`src/rtl/program_loader.sv`:
```
// Streams INSTR_W-bit words into the CPU program RAM, then releases the CPU via PC_Enable.
// Optional checksum beat after the program is enabled by defining PROGRAM_LOADER_CHECKSUM_EN.
module program_loader #(
    parameter int INSTR_W = 11,
    parameter int ADDR_W  = 3,
    parameter int DEPTH   = 8
) (
    input  logic               clk,
    input  logic               reset,
    input  logic               start,
    input  logic               halt,
    input  logic               in_valid,
    input  logic [INSTR_W-1:0] in_data,
    input  logic               in_last,
    output logic               in_ready,
    output logic               cpu_reset,
    output logic               PC_Enable,
    output logic [INSTR_W-1:0] RAM_Write_Data,
    output logic [ADDR_W-1:0]  RAM_Write_Address,
    output logic               RAM_Write_Enable,
    output logic [ADDR_W:0]    loaded_count,
    output logic               busy,
    output logic               overflow,
    output logic               error
);

`ifdef PROGRAM_LOADER_CHECKSUM_EN
    typedef enum logic [2:0] {S_IDLE, S_CLEAR, S_LOAD, S_FLUSH, S_RUN, S_CHECK, S_ERROR} state_t;
    localparam state_t S_POST = S_CHECK;
`else
    typedef enum logic [2:0] {S_IDLE, S_CLEAR, S_LOAD, S_FLUSH, S_RUN} state_t;
    localparam state_t S_POST = S_FLUSH;
`endif

    localparam logic [ADDR_W:0] LAST_ROW = (ADDR_W+1)'(DEPTH - 1);

    state_t               state_q, state_d;
    logic                 cpu_reset_q, cpu_reset_d;
    logic                 pc_enable_q, pc_enable_d;
    logic                 wr_en_q, wr_en_d;
    logic [INSTR_W-1:0]   wr_data_q, wr_data_d;
    logic [ADDR_W-1:0]    wr_addr_q, wr_addr_d;
    logic [ADDR_W:0]      count_q, count_d;
    logic                 busy_q, busy_d;
    logic                 overflow_q, overflow_d;
    logic                 accept;
`ifdef PROGRAM_LOADER_CHECKSUM_EN
    logic                 error_q, error_d;
    logic [INSTR_W-1:0]   csum_q, csum_d;
`endif

`ifdef PROGRAM_LOADER_CHECKSUM_EN
    assign in_ready = (state_q == S_LOAD) || (state_q == S_CHECK);
`else
    assign in_ready = (state_q == S_LOAD);
`endif
    assign accept = in_valid && in_ready;

    always_comb begin
        state_d    = state_q;
        wr_en_d    = 1'b0;
        wr_data_d  = wr_data_q;
        wr_addr_d  = wr_addr_q;
        count_d    = count_q;
        overflow_d = overflow_q;
`ifdef PROGRAM_LOADER_CHECKSUM_EN
        error_d    = error_q;
        csum_d     = csum_q;
`endif
        case (state_q)
            S_IDLE:  if (start) state_d = S_CLEAR;
            S_CLEAR: state_d = S_LOAD;
            S_LOAD: begin
                if (accept) begin
                    wr_en_d   = 1'b1;
                    wr_data_d = in_data;
                    wr_addr_d = count_q[ADDR_W-1:0];
                    count_d   = count_q + 1'b1;
`ifdef PROGRAM_LOADER_CHECKSUM_EN
                    csum_d    = csum_q ^ in_data;
`endif
                    if (in_last) begin
                        state_d = S_POST;
                    end else if (count_q == LAST_ROW) begin
                        // Table full without a terminator: stop rather than wrap onto row 0.
                        state_d    = S_POST;
                        overflow_d = 1'b1;
                    end
                end
            end
            S_FLUSH: state_d = S_RUN;
            S_RUN: begin
                if (start)     state_d = S_CLEAR;
                else if (halt) state_d = S_IDLE;
            end
`ifdef PROGRAM_LOADER_CHECKSUM_EN
            S_CHECK: begin
                if (accept) begin
                    if (in_data == csum_q) begin
                        state_d = S_FLUSH;
                    end else begin
                        state_d = S_ERROR;
                        error_d = 1'b1;
                    end
                end
            end
            S_ERROR: if (start) state_d = S_CLEAR;
`endif
            default: state_d = S_IDLE;
        endcase

        // Entering CLEAR wipes the per-load bookkeeping so it reads 0 during the CPU reset pulse.
        if (state_d == S_CLEAR) begin
            count_d    = '0;
            overflow_d = 1'b0;
`ifdef PROGRAM_LOADER_CHECKSUM_EN
            error_d    = 1'b0;
            csum_d     = '0;
`endif
        end

        cpu_reset_d = (state_d == S_CLEAR);
        pc_enable_d = (state_d == S_RUN);
`ifdef PROGRAM_LOADER_CHECKSUM_EN
        busy_d = (state_d == S_CLEAR) || (state_d == S_LOAD) ||
                 (state_d == S_FLUSH) || (state_d == S_CHECK);
`else
        busy_d = (state_d == S_CLEAR) || (state_d == S_LOAD) || (state_d == S_FLUSH);
`endif
    end

    always_ff @(posedge clk) begin
        if (reset) begin
            state_q     <= S_IDLE;
            cpu_reset_q <= 1'b0;
            pc_enable_q <= 1'b0;
            wr_en_q     <= 1'b0;
            wr_data_q   <= '0;
            wr_addr_q   <= '0;
            count_q     <= '0;
            busy_q      <= 1'b0;
            overflow_q  <= 1'b0;
`ifdef PROGRAM_LOADER_CHECKSUM_EN
            error_q     <= 1'b0;
            csum_q      <= '0;
`endif
        end else begin
            state_q     <= state_d;
            cpu_reset_q <= cpu_reset_d;
            pc_enable_q <= pc_enable_d;
            wr_en_q     <= wr_en_d;
            wr_data_q   <= wr_data_d;
            wr_addr_q   <= wr_addr_d;
            count_q     <= count_d;
            busy_q      <= busy_d;
            overflow_q  <= overflow_d;
`ifdef PROGRAM_LOADER_CHECKSUM_EN
            error_q     <= error_d;
            csum_q      <= csum_d;
`endif
        end
    end

    assign cpu_reset         = cpu_reset_q;
    assign PC_Enable         = pc_enable_q;
    assign RAM_Write_Enable  = wr_en_q;
    assign RAM_Write_Data    = wr_data_q;
    assign RAM_Write_Address = wr_addr_q;
    assign loaded_count      = count_q;
    assign busy              = busy_q;
    assign overflow          = overflow_q;
`ifdef PROGRAM_LOADER_CHECKSUM_EN
    assign error             = error_q;
`else
    assign error             = 1'b0;
`endif

endmodule
```
`config.mk`:
```
export PLATFORM = sky130hd
export DESIGN_NAME = program_loader
export DESIGN_NICKNAME = d
export VERILOG_FILES = /design/src/rtl/program_loader.sv
export SDC_FILE = /design/constraint.sdc
export NUM_CORES = 1
export LEC_CHECK = 0
export ABC_AREA = 1
export ABC_CLOCK_PERIOD_IN_PS = 1250
export CAP_MARGIN = 30
export CORE_UTILIZATION = 37
export DETAILED_ROUTE_END_ITERATION = 10
export GPL_ROUTABILITY_DRIVEN = 0
export GPL_TIMING_DRIVEN = 0
export MAX_ROUTING_LAYER = met4
export PLACE_DENSITY = 0.82
export REMOVE_ABC_BUFFERS = 1
export SLEW_MARGIN = 20
export SYNTH_ARGS = -nofsm -noshare
export SYNTH_HDL_FRONTEND = slang
export SYNTH_SLANG_ARGS = --single-unit
```
`constraint.sdc`:
```
create_clock -name clk -period 1.25 [get_ports clk]
set_clock_uncertainty 0.2 [all_clocks]
set_input_delay 0.375 -clock clk [delete_from_list [all_inputs] [get_ports clk]]
set_output_delay 0.375 -clock clk [all_outputs]
set_load 0.03 [all_outputs]
```
==> results of run 1 <==
==> where the power goes <==
part           leakage [nW]  internal, W  switching, W  total, W
clock                0.0279     0.000325      0.000297  0.000621
combinational         0.567     0.000180      0.000237  0.000417
sequential            0.225     0.000863     0.0000299  0.000893
==> worst max-delay path: stages (launching register included) <==
cell	delay [ps]
dfxtp_2	360
inv_2	90
nand3_4	80
inv_2	60
buf_6	120
==> state kept, by name, summed over array words and instances (netlist names) <==
name / flops
PC_Enable: 1
RAM_Write_Address: 3
RAM_Write_Data: 11
RAM_Write_Enable: 1
busy: 1
cpu_reset: 1
loaded_count: 4
overflow: 1
state_q: 3
==> area by class of cell <==
cell class              instances  share of cell area
inverters                       8              0.0222
repair buffers                 57               0.304
repair inverters                3              0.0176
flip-flops and latches         26               0.295
clock inverters                 1              0.0157
multi-input cells              87               0.314
well taps                      30              0.0196
clock buffers                   3              0.0118
==> through the flow <==
step,utilization,TNS [ps],area [um^2],hold WS [ps]
after floorplan,-,-3140,948,237
after detailed placement,0.550,-24870,1390,274
after CTS,0.725,-9890,1830,283
after global routing,0.759,-10280,1920,381
after global placement,0.550,-24970,1390,249
final,0.759,-8810,1920,352
==> timing repair <==
item	in CTS	in global routing
gates resized for setup	255	18
setup endpoints to repair	46	47
gates cloned	5	0
setup buffers	14	4
pin swaps	6	9
==> layout by cell type (no fill, tap or decap), drive strengths merged <==
| cell type | n |
|---|---|
| nand4 | 1 |
| bufinv | 1 |
| dfxtp | 26 |
| o21bai | 1 |
| nor2 | 35 |
| a21oi | 10 |
| inv | 11 |
| nand2 | 17 |
| clkdlybuf4s50 | 14 |
| nor3 | 1 |
| ha | 1 |
| buf | 41 |
| clkbuf | 3 |
| o21ai | 13 |
| nand3b | 1 |
| nand3 | 5 |
| dlygate4sd2 | 2 |
| conb | 1 |
| xor2 | 1 |
==> final timing paths <==
check,from,end,slack (ps),cells after the start
setup / recovery,state_q[2],in_ready,-360,4
hold / removal,RAM_Write_Data[8],RAM_Write_Data[8],350,2
setup reg to reg,state_q[2],RAM_Write_Address[1],-290,7
hold reg to reg,RAM_Write_Data[8],RAM_Write_Data[8],350,2
==> cells by family after synthesis <==
| logic type | Yosys count |
|---|---|
| compound gates | 24 |
| xor+xnor | 1 |
| fa+ha+maj | 1 |
| buf+inv | 14 |
| flops | 26 |
| other cells | 1 |
| simple gates | 58 |
==> per-layer routing <==
metal | track usage | routed length [um]
met5 | - | 0
met4 | 0.132 | 130
met3 | 0.0169 | 274
met2 | 0.409 | 2030
met1 | 0.303 | 1580
==> metrics.md, run 1 <==
| Metric | Value |
|---|---|
| Mapped Area | `roughly 1000 um^2` |
| # hold bufs at CTS | `0` |
| Max-Cap Viols | `0` |
| Instance count of the mapped netlist | `125` |
| # setup viols final | `46` |
| FFs w/ async S/R, synth | `0` |
| Mux contribution to synthesized area | `0` |
| Final Hold Vio Count | `0` |
| Seq/Total Area, Yosys | `0.521` |
| RSZ-0062 raised after global routing | `true` |
| Main combinational cell family by area after synthesis | `simple AND/OR/NAND/NOR gates` |
| Port bufs | `40` |
| Fillers | `140` |
| CTS clk-pin slew, worst paths | `160 ps` |
| Multi-input logic area | `approximately 600 um^2` |
| Max Freq | `between 0.6 and 0.7 GHz` |
| Area Overhead vs Synth | `91.9%` |
| Ant. Diodes | `0` |
| Chip width | `around 54 um` |
| Compound-Gate Fraction of Synth Area | `0.127` |
| Placed instance count | `~190` |
| Post-synthesis xor/xnor area fraction | `0.00877` |
| Post-synth top area cell | `dfxtp_1` |
| DR vias/cell | `between 5 and 6` |
| Yosys warns | `0` |
| Cell Pwr Density | `1010 nW/um^2` |
| Maximum VDD drop | `around 1.1 mV` |
| Max FO, Critical Path | `3` |
| Critical path class | `reg2out` |
| Num rows | `18` |
| Top_reg_cell synth | `dfxtp_1` |
| Leak | `0.820 nW` |
| Antenna Nets Post-Route | `0` |
| Routed vias | `approximately 1200` |
| Top cells by count, synth | `nor2_1, dfxtp_1, nand2_1, o21ai_0, a21oi_1` |
| Fin crit period | `1610 ps` |
| Worst setup margin | `-361 ps` |
| Total power | `about 0.0019 W` |
| Fin crit share | `1.29` |
| Required time of the critical path | `between 600 and 700 ps` |
| Vias in the first global route | `around 1100` |
| Initial core utilization | `0.396` |
| Die footprint | `2910 um^2` |
| H-tree depth | `1` |
| Outcome | `finished, violations left` |
| Core region area | `about 2500 um^2` |
| Max-slew violations | `0` |
| Initial antenna violation count | `0` |
| Top-count cell post-synth | `nor2_1` |
| Total Wirelength | `between 4000 and 5000 um` |
| Share of cells above drive strength 1 | `0.643` |
| Critical path endpoint category | `output pin` |
| Die Ht | `between 50 and 60 um` |
| Hold WC Path Type | `reg2reg` |
| Largest net degree at the start of global routing | `16` |
| Post-synth EDFFs | `0` |
| Critical Path AT | `approximately 1000 ps` |
| Crit path launch type | `register` |
| Boundary Pins | `between 40 and 50` |
| TritonCTS Sinks | `26` |
| Routed WL per cell | `between 15 and 20 um` |
| Synth Area in Simple Gates | `0.247` |
| Syn Area/Cell | `7.99 um^2` |
| Violated checks | `negative setup slack` |
| Final HPWL DP | `1610 um` |
| Non-filler instance count after layout | `between 200 and 250` |
| Grt ovf | `0` |
| Layout Nets | `204` |
| CTS tree | `built` |
| Synth cell types | `24` |
| Number of synthesized register bits | `26` |
| Total global-route track usage | `0.249` |
| Clk Latency, worst-skew pair | `340 ps` |
| Detailed Route Iter0 Violations | `44` |
| Top cell type's share of synthesized area | `0.521` |
| Clock buffer count from CTS | `3` |
| First-pass detailed-route iteration total | `4` |
| Bufs on Longest Clock Path | `2` |
| Top post-synthesis cells by area | `dfxtp_1, nor2_1, o21ai_0` |
| Post-Synth Adder-Cell Area | `0.0125` |
| DRC | `0` |
| Global-route wire length before repair | `between 4000 and 5000 um` |
| Pre-CTS WS | `-786 ps` |
| CTS root buf | `clkbuf_4` |
| Register Area | `~570 um^2` |
(Power assumes the default switching activity.)
==> run 2, diff against run 1 <==
CTS_CLUSTER_DIAMETER = 80   (was default)
==> results of run 2 <==
Same layout as run 1: the final DEF is identical, and so are final timing and power.
==> run 3, diff against run 2 <==
ABC_AREA = default   (was 1)
CORE_UTILIZATION = 36   (was 37)
PLACE_DENSITY = 0.73   (was 0.82)
==> metrics.md, run 3 <==
| Metric | Value |
|---|---|
| Cell Pwr Density | `953 nW/um^2 (-5.5%)` |
| Max-Cap Viols | `0 (unchanged)` |
| Post-synth top area cell | `dfxtp_1` |
| Max FO, Critical Path | `10 (+7)` |
| Hold WC Path Type | `reg2reg` |
| Bufs on Longest Clock Path | `2 (unchanged)` |
| FFs w/ async S/R, synth | `0 (unchanged)` |
| CTS tree | `built` |
| Hold path startpoint | `RAM_Write_Data[3]` |
| Mapped Area | `966 um^2 (-3.3%)` |
| Crit path launch type | `register` |
| Routed vias | `1073 (-9.7%)` |
| Max-Slew Margin vs Limit | `0.647` |
| Worst R2R Start | `state_q[2]` |
| Area Overhead vs Synth | `92.7%` |
| Top post-synthesis cells by area | `dfxtp_1, nand2_1, a21oi_1` |
| Outcome | `finished, violations left` |
| H-tree depth | `1 (unchanged)` |
| TritonCTS Sinks | `26 (unchanged)` |
| Vias in the first global route | `956 (-11%)` |
| Total global-route track usage | `0.224 (-0.0251)` |
| Most common cell after layout, fill and taps aside | `buf_6` |
| Boundary Pins | `42 (unchanged)` |
| Seq/Total Area, Yosys | `0.539 (+0.0176)` |
| Leak | `0.711 nW (-13%)` |
| Largest net degree at the start of global routing | `23 (+7)` |
| Number of synthesized register bits | `26 (unchanged)` |
| Synth cell types | `26 (+8.3%)` |
| CTS clk-pin slew, worst paths | `140 ps (-20 ps)` |
| Initial core utilization | `0.386 (-0.00945)` |
| Top_reg_cell synth | `dfxtp_1` |
| Max Freq | `0.614 GHz (-1.1%)` |
| Least-Margin Pin Slew | `529 ps` |
| Top-count cell post-synth | `nand2_1` |
| Ant. Diodes | `0 (unchanged)` |
| Pre-CTS WS | `-1320 ps (-536 ps)` |
| Initial antenna violation count | `0 (unchanged)` |
| Maximum VDD drop | `0.739 mV (-30%)` |
| RSZ-0062 raised after global routing | `true` |
| Chip width | `53.8 um (-0.27%)` |
| Critical path class | `reg2reg` |
| Critical Path Start | `state_q[2]` |
| Top cell type's share of synthesized area | `0.539 (+0.0176)` |
| DRC | `0 (unchanged)` |
| Grt ovf | `0 (unchanged)` |
| Fin crit share | `1.30 (+0.0146)` |
| Core region area | `2500 um^2 (-0.89%)` |
| Post-synth EDFFs | `0 (unchanged)` |
| Die Ht | `53.8 um (-0.27%)` |
| # setup viols final | `48 (+4.3%)` |
| Violated checks | `negative setup slack` |
| Layout Nets | `193 (-5.4%)` |
| DR vias/cell | `5.26 (-4.8%)` |
| Top cells by count, synth | `nand2_1, dfxtp_1, a21oi_1, nor2_1, buf_4` |
| Fillers | `171 (+22%)` |
| Total power | `0.00177 W (-8.1%)` |
| Routed WL per cell | `15.2 um (-19%)` |
| Detailed Route Iter0 Violations | `18 (-59%)` |
| Fin crit period | `1630 ps (+18.3 ps)` |
| Syn Area/Cell | `8.55 um^2 (+7.0%)` |
| Total Wirelength | `3090 um (-23%)` |
| CTS root buf | `clkbuf_4` |
| Share of cells above drive strength 1 | `0.592 (-0.0513)` |
| Max FFs per register | `11 (unchanged)` |
| First-pass detailed-route iteration total | `4 (unchanged)` |
| Antenna Nets Post-Route | `0 (unchanged)` |
| Clock buffer count from CTS | `3 (unchanged)` |
| Max-slew violations | `0 (unchanged)` |
| Critical path endpoint category | `register` |
| Num rows | `18 (unchanged)` |
| Final Hold Vio Count | `0 (unchanged)` |
| Critical Path AT | `1690 ps (+650 ps)` |
| Yosys warns | `0 (unchanged)` |
| Port bufs | `40 (unchanged)` |
| Most frequent cells in the layout | `buf_6, nand2_1, dfxtp_2` |
| Instance count of the mapped netlist | `113 (-9.6%)` |
| Die footprint | `2890 um^2 (-0.54%)` |
| Global-route wire length before repair | `4460 um (-8.0%)` |
| Worst setup margin | `-379 ps (-18.3 ps)` |
| Final HPWL DP | `1420 um (-12%)` |
| Clk Latency, worst-skew pair | `320 ps (-20 ps)` |
| Fin util | `0.745 (-0.0147)` |
| Required time of the critical path | `1310 ps (+630 ps)` |
[run 3: cell count changes after synthesis, moves of 3 or more]
| cell | delta |
|---|---|
| a21oi_1 | +10 |
| buf_6 | -3 |
| nand2_1 | +16 |
| inv_1 | -3 |
| nor2_1 | -27 |
| o21ai_0 | -9 |
| nand3_1 | -3 |
| buf_4 | +3 |
[run 3: layer usage]
metal	vias to the layer above	GRT usage	share of wire
li1	511	-	-
met1	511	0.279	0.42
met2	44	0.370	0.50
met3	7	0.0395	0.061
met4	0	0.0570	0.022
met5	-	-	0
[run 3: path summary, 6_finish.rpt]
kind,to,slack [ps],depth (start not counted)
worst min register to register,RAM_Write_Data[3],270,2
worst max register to register,loaded_count[3],-380,4
worst max-delay path,loaded_count[3],-380,4
worst min-delay path,RAM_Write_Data[3],270,2
[run 3: cell families (layout without fill, tap and decap cells)]
| group | Yosys count | count (layout) | share of synthesized area |
|---|---|---|---|
| flops | 26 | 26 | 0.539 |
| xor+xnor | 2 | 2 | 0.0181 |
| fa+ha+maj | 1 | 1 | 0.0130 |
| other cells | 1 | 1 | 0.00388 |
| buf+inv | 10 | 66 | 0.0557 |
| compound gates | 25 | 25 | 0.137 |
| simple gates | 48 | 53 | 0.233 |
[run 3: stage by stage]
stage                     TNS, ps  area [um^2]  cells  hold WS [ps]
final                       -7400         1860    204           270
after global placement     -30130         1360    176           242
after CTS                   -6160         1750    199           274
after floorplan             -4750          923    106           244
after detailed placement   -31560         1360    176           250
after global routing        -9430         1860    204           291
[run 3: worst max-delay path: stages (launching register included)]
cell and delay [ps]:
dfxtp_4 370, buf_4 160, nand4bb_4 260, or3_1 400
a21oi_2 170
[run 3: area by class of cell]
| type | instances | area [um^2] | area share |
|---|---|---|---|
| clock buffer | 4 | 36.3 | 0.0195 |
| inverter | 3 | 11.3 | 0.00605 |
| sequential | 26 | 571 | 0.306 |
| multi-input combinational | 82 | 599 | 0.322 |
| timing repair buffer | 59 | 607 | 0.326 |
| tap | 30 | 37.5 | 0.0202 |
[run 3: where the power goes]
| group | switching (W) | internal, W |
|---|---|---|
| registers | 0.0000237 | 0.000857 |
| logic | 0.000222 | 0.000238 |
| clock network | 0.000256 | 0.000178 |
| total | 0.000502 | 0.00127 |
[run 3: what timing repair did]
item,CTS,global route
setup buffers,14,5
gates resized for setup,230,19
hold buffers,0,0
endpoints found under the setup margin,50,50
pin swaps,17,4
cloned,5,0
